File: config.mk
export PLATFORM = sky130hd
export DESIGN_NAME = addsub_iter
export DESIGN_NICKNAME = d
export VERILOG_FILES = /design/src/rtl/addsub_iter_pkg.sv /design/src/rtl/bit_inverter.sv /design/src/rtl/addsub_iter.sv
export SDC_FILE = /design/constraint.sdc
export NUM_CORES = 1
export LEC_CHECK = 0
export BUFFER_PORTS_ARGS = -buffer_cell sky130_fd_sc_hd__buf_2
export CAP_MARGIN = 5
export CORE_UTILIZATION = 59
export CTS_BUF_LIST = sky130_fd_sc_hd__clkbuf_4
export DETAILED_ROUTE_END_ITERATION = 12
export HOLD_SLACK_MARGIN = 0.08
export PLACE_DENSITY = 0.83
export SLEW_MARGIN = 5
export SYNTH_ARGS = -nofsm -noshare
export SYNTH_HDL_FRONTEND = slang
export SYNTH_SLANG_ARGS = --single-unit
File: constraint.sdc
create_clock -name clock -period 6.35 [get_ports clock]
set_clock_uncertainty 0.1 [all_clocks]
set_input_delay 1.27 -clock clock [delete_from_list [all_inputs] [get_ports clock]]
set_output_delay 1.27 -clock clock [all_outputs]
set_load 0.02 [all_outputs]
File: src/rtl/addsub_iter_pkg.sv
// ============================================================================
// addsub_iter_pkg : shared FSM encoding and default sizing for addsub_iter
// Revision: 1.0
// ============================================================================
`default_nettype none

package addsub_iter_pkg;

    localparam int DEFAULT_WIDTH = 32;
    localparam int DEFAULT_CHUNK = 8;

    typedef enum logic [1:0] {
        IDLE = 2'b00,
        RUN  = 2'b01,
        DONE = 2'b10
    } state_t;

endpackage

`default_nettype wire

File: src/rtl/bit_inverter.sv
// ============================================================================
// bit_inverter : bitwise one's complement of a WIDTH-bit vector
// Revision: 1.0
// ============================================================================
`default_nettype none

module bit_inverter #(
    parameter int WIDTH = 32
) (
    input  logic [WIDTH-1:0] data_i,
    output logic [WIDTH-1:0] data_o
);

    assign data_o = ~data_i;

endmodule

`default_nettype wire

File: src/rtl/addsub_iter.sv
// ============================================================================
// addsub_iter : iterative two's-complement adder/subtractor, CHUNK bits/cycle
// Revision: 1.0
// ============================================================================
`default_nettype none

module addsub_iter
    import addsub_iter_pkg::*;
#(
    parameter int WIDTH = DEFAULT_WIDTH,
    parameter int CHUNK = DEFAULT_CHUNK
) (
    input  logic             clock,
    input  logic             reset,
    input  logic             in_valid,
    output logic             in_ready,
    input  logic [WIDTH-1:0] data_operandA,
    input  logic [WIDTH-1:0] data_operandB,
    input  logic             ctrl_sub,
    output logic             out_valid,
    input  logic             out_ready,
    output logic [WIDTH-1:0] data_result,
    output logic             overflow,
    output logic             isNotEqual,
    output logic             isLessThan
);

    localparam int NCHUNK = WIDTH / CHUNK;
    localparam int KW     = (NCHUNK > 1) ? $clog2(NCHUNK) : 1;

    state_t           state_q, state_d;
    logic [WIDTH-1:0] a_q, a_d;
    logic [WIDTH-1:0] b_q, b_d;
    logic [WIDTH-1:0] acc_q, acc_d;
    logic [WIDTH-1:0] res_q, res_d;
    logic             carry_q, carry_d;
    logic             sub_q, sub_d;
    logic             ovf_q, ovf_d;
    logic             ne_q, ne_d;
    logic             lt_q, lt_d;
    logic [KW-1:0]    k_q, k_d;

    logic [WIDTH-1:0] w_b_inv;
    logic [WIDTH-1:0] w_b_sel;
    logic [CHUNK-1:0] w_a_chunk;
    logic [CHUNK-1:0] w_b_chunk;
    logic [CHUNK:0]   w_sum;
    logic             w_c_msb;
    logic             w_last;

    bit_inverter #(
        .WIDTH (WIDTH)
    ) u_bit_inverter (
        .data_i (data_operandB),
        .data_o (w_b_inv)
    );

    assign w_b_sel   = ctrl_sub ? w_b_inv : data_operandB;

    assign w_a_chunk = a_q[k_q*CHUNK +: CHUNK];
    assign w_b_chunk = b_q[k_q*CHUNK +: CHUNK];
    assign w_sum     = {1'b0, w_a_chunk} + {1'b0, w_b_chunk} + {{CHUNK{1'b0}}, carry_q};
    // Carry into the chunk's top bit recovered from its sum bit and operands.
    assign w_c_msb   = w_a_chunk[CHUNK-1] ^ w_b_chunk[CHUNK-1] ^ w_sum[CHUNK-1];
    assign w_last    = (k_q == KW'(NCHUNK - 1));

    always_comb begin
        state_d = state_q;
        a_d     = a_q;
        b_d     = b_q;
        acc_d   = acc_q;
        res_d   = res_q;
        carry_d = carry_q;
        sub_d   = sub_q;
        ovf_d   = ovf_q;
        ne_d    = ne_q;
        lt_d    = lt_q;
        k_d     = k_q;

        case (state_q)
            IDLE: begin
                if (in_valid) begin
                    a_d     = data_operandA;
                    b_d     = w_b_sel;
                    carry_d = ctrl_sub;
                    sub_d   = ctrl_sub;
                    k_d     = '0;
                    acc_d   = '0;
                    state_d = RUN;
                end
            end
            RUN: begin
                acc_d[k_q*CHUNK +: CHUNK] = w_sum[CHUNK-1:0];
                carry_d = w_sum[CHUNK];
                k_d     = k_q + 1'b1;
                if (w_last) begin
                    ovf_d   = w_c_msb ^ w_sum[CHUNK];
                    res_d   = acc_d;
                    ne_d    = sub_q & (|acc_d);
                    lt_d    = sub_q & (acc_d[WIDTH-1] ^ ovf_d);
                    state_d = DONE;
                end
            end
            DONE: begin
                if (out_ready) begin
                    state_d = IDLE;
                end
            end
            default: state_d = IDLE;
        endcase
    end

    always_ff @(posedge clock or posedge reset) begin
        if (reset) begin
            state_q <= IDLE;
            a_q     <= '0;
            b_q     <= '0;
            acc_q   <= '0;
            res_q   <= '0;
            carry_q <= 1'b0;
            sub_q   <= 1'b0;
            ovf_q   <= 1'b0;
            ne_q    <= 1'b0;
            lt_q    <= 1'b0;
            k_q     <= '0;
        end else begin
            state_q <= state_d;
            a_q     <= a_d;
            b_q     <= b_d;
            acc_q   <= acc_d;
            res_q   <= res_d;
            carry_q <= carry_d;
            sub_q   <= sub_d;
            ovf_q   <= ovf_d;
            ne_q    <= ne_d;
            lt_q    <= lt_d;
            k_q     <= k_d;
        end
    end

    assign in_ready    = (state_q == IDLE);
    assign out_valid   = (state_q == DONE);
    assign data_result = res_q;
    assign overflow    = ovf_q;
    assign isNotEqual  = ne_q;
    assign isLessThan  = lt_q;

endmodule

`default_nettype wire

==> impl_metrics.yaml <==
place:
  port_buffers: 105
  hpwl_um: 10300
  routabilityCongestion: 0.910
clock_network:
  cts_resized: 0
  cts_tree: "done"
  cts.sinks: 137
  htreeDepth: 4
  cts-root-buf: "clkbuf_4"
  clkTransAtPathRegs_ns: 0.11
  clock_latency_ns: 0.54
  cts_setup_buffers: 0
  hold_buffers: 0
  clk_path_buf_depth: 2
  cts_buffers: 17
critical_path:
  endpoint_kind: "flop"
  worstSetupPathType: "flop to flop"
  crit_path_end: "isNotEqual$_DFFE_PP0P_"
  r2r_end: "isNotEqual$_DFFE_PP0P_"
  arrival_ns: 4.28
  worst-path-max-fanout: 12
  crit_path_start_kind: "flop"
  cp.required_ns: 6.70
  worstReg2RegStart: "k_q[0]$_DFFE_PP0P_"
  r2r_slack_ns: 2.42
  crit_start: "k_q[0]$_DFFE_PP0P_"
  worst-r2r-cell-count: 11
route:
  drt_iter0_drc: 319
  drc: 0
  viasPerCell: 5.75
  ant_nets: 0
  routed_wl_um: 14800
  vias: 5182
  wl_per_cell_um: 16.4
  firstDrtPassIters: 5
sta:
  setup_viol: 0
  hold_viol: 0
  fmax_mhz: 255
  finalMaxSlewViolations: 0
  finalCriticalPeriod_ns: 3.93
  finalCritPeriodShare_pct: 61.9
  rsz0062_at_grt: "no"
  worst_pin_slew_ns: 1.15
  setup_tns_ns: 0
  slew_headroom_pct: 22.6
grt:
  overflow: 0
  grt.total_usage_pct: 27.8
  first_global_vias: 5057
  grt_pass1_wl_um: 24700
  antenna_found_initial: 0
  grt_max_degree: 97
synthesis:
  syn_area_mm2: 0.00664
  synthArstFlopShare_pct: 100
  synth_ff_type: "dfrtp_1"
  yosysMostFrequentCell: "nand2_1"
  seq_area_frac_synth_pct: 51.7
  synth_cell_type_count: 52
  ys_warn_count: 0
  syn_inst: 657
  synth_edf_count: 0
  ys_top_cells_by_area: "dfrtp_1 (52%), nand2_1 (9.7%), o21ai_0 (5.5%)"
  avgSynthCellArea_um2: 10.1
  syn_nets: 741
  netlist.area_leader.share_pct: 51.7
  synth_top_area_cell: "dfrtp_1"
  synth_common_cells: "nand2_1 (171), dfrtp_1 (137), o21ai_0 (73)"
  synth-seq-cells: 137
job:
  drv_cap: 0
hold_path:
  hp-class: "flop to flop"
pwr:
  p_leak_nw: 3.62
  peakVddDrop_mv: 0.380
  p_per_area_mw_per_mm2: 626
floorplan:
  initial_core_util_pct: 60.9
  coreArea_mm2: 0.0109
  rows: 38
  die_w_um: 108
  die-area_mm2: 0.0117
  die_height_um: 108
  ioPinCount: 106
cells_and_area:
  n_antenna_cell: 0
  drive_gt1_share_pct: 22.0
  fillCellCount: 832
  fin_nets: 835
  area_delta_synth_final_pct: 13.2
  fin_util_pct: 69.0
outcome:
  outcome: "finished clean"
through the flow:
stage / worst slack (ns) / instance area (um^2) / std cells / power, mW / hold WS [ns]
2_1_floorplan: 1.31 / 6640 / 657 / 3.36 / 0.340
3_3_place_gp: 2.51 / 7240 / 872 / 4.02 / 0.355
3_5_place_dp: 2.40 / 7240 / 872 / 4.11 / 0.362
4_1_cts: 2.37 / 7510 / 902 / 4.69 / 0.388
5_1_grt: 2.23 / 7510 / 902 / 5.05 / 0.408
6_report: 2.42 / 7510 / 902 / 4.70 / 0.383
flip-flops by register name, summed over array words and instances, names as in the netlist:
signal and flops:
a_q 32, acc_q 32, b_q 32, carry_q 1, data_result 32, isLessThan 1
isNotEqual 1, k_q 2, overflow 1, state_q 2, sub_q 1
worst max-delay path, stage by stage (launching register included):
cell and delay [ns]:
dfrtp_1 0.82, mux4_2 0.63, fa_1 0.44, inv_1 0.09, fa_1 0.27, nor2b_4 0.06, o31a_1 0.28, o22a_4 0.25
xor2_2 0.47, nor3_1 0.10, o21ai_1 0.17, a2bb2oi_1 0.16
cell families after synthesis:
group / count (synthesis) / synth area share [%]
DFF: 137 / 51.7
buffers and inverters: 48 / 2.83
xor gates and xnor gates: 38 / 5.24
and+or+nand+nor: 236 / 15.3
muxes: 17 / 5.60
AOI/OAI and AO/OA: 166 / 16.3
adders and majority gates: 15 / 3.05
where the power goes:
part | internal (mW) | switching [mW] | leakage (nW)
registers | 1.24 | 0.259 | 1.80
clock network | 0.271 | 0.305 | 0.147
logic | 0.943 | 1.69 | 1.68
cell type report:
class / instances / area [um^2] / share of cell area [%]
multi-input combinational: 472 / 3020 / 40.2
timing repair buffer: 110 / 563 / 7.49
clock inverter: 11 / 131 / 1.75
inverter: 13 / 51.3 / 0.683
sequential: 137 / 3430 / 45.6
clock buffer: 19 / 143 / 1.90
tap: 140 / 175 / 2.33
worst min path at each step:
stage	endpoint	cells past startpoint	slack, ns	start
3_3_place_gp	data_result[3]$_DFFE_PP0P_	2	0.35	data_result[3]$_DFFE_PP0P_
3_5_place_dp	a_q[1]$_DFFE_PP0P_	2	0.36	a_q[1]$_DFFE_PP0P_
5_1_grt	a_q[1]$_DFFE_PP0P_	2	0.41	a_q[1]$_DFFE_PP0P_
2_1_floorplan	a_q[16]$_DFFE_PP0P_	2	0.34	a_q[16]$_DFFE_PP0P_
4_1_cts	a_q[1]$_DFFE_PP0P_	2	0.39	a_q[1]$_DFFE_PP0P_
6_report	data_result[19]$_DFFE_PP0P_	2	0.38	data_result[19]$_DFFE_PP0P_
metal layers:
layer | vias up | part of all wire, % | global-route usage (%)
li1 | 2470 | - | -
met1 | 2481 | 42 | 36.3
met2 | 195 | 49 | 45.5
met3 | 36 | 5.6 | 5.67
met4 | 0 | 2.8 | 11.6
met5 | - | 0 | 0
cell usage in the layout, fill, tap and decap left out, types with 3 or more instances in the layout:
cell type  count
ha_1          13
a22o_1        30
nand2b_1       4
clkinv_1       6
nor2_1        17
a22oi_1       20
a21oi_1       19
nor3_1         8
clkbuf_4      19
buf_2        105
inv_1          9
xnor2_1       34
nor2b_1        8
clkinv_2       3
buf_4          5
mux4_2        16
nand2_1      170
bufinv_16      3
o21ai_1        5
nand3_1        9
nor4_1         8
dfrtp_1      137
o21ai_0       73
Power figures use the tool's default switching activity.
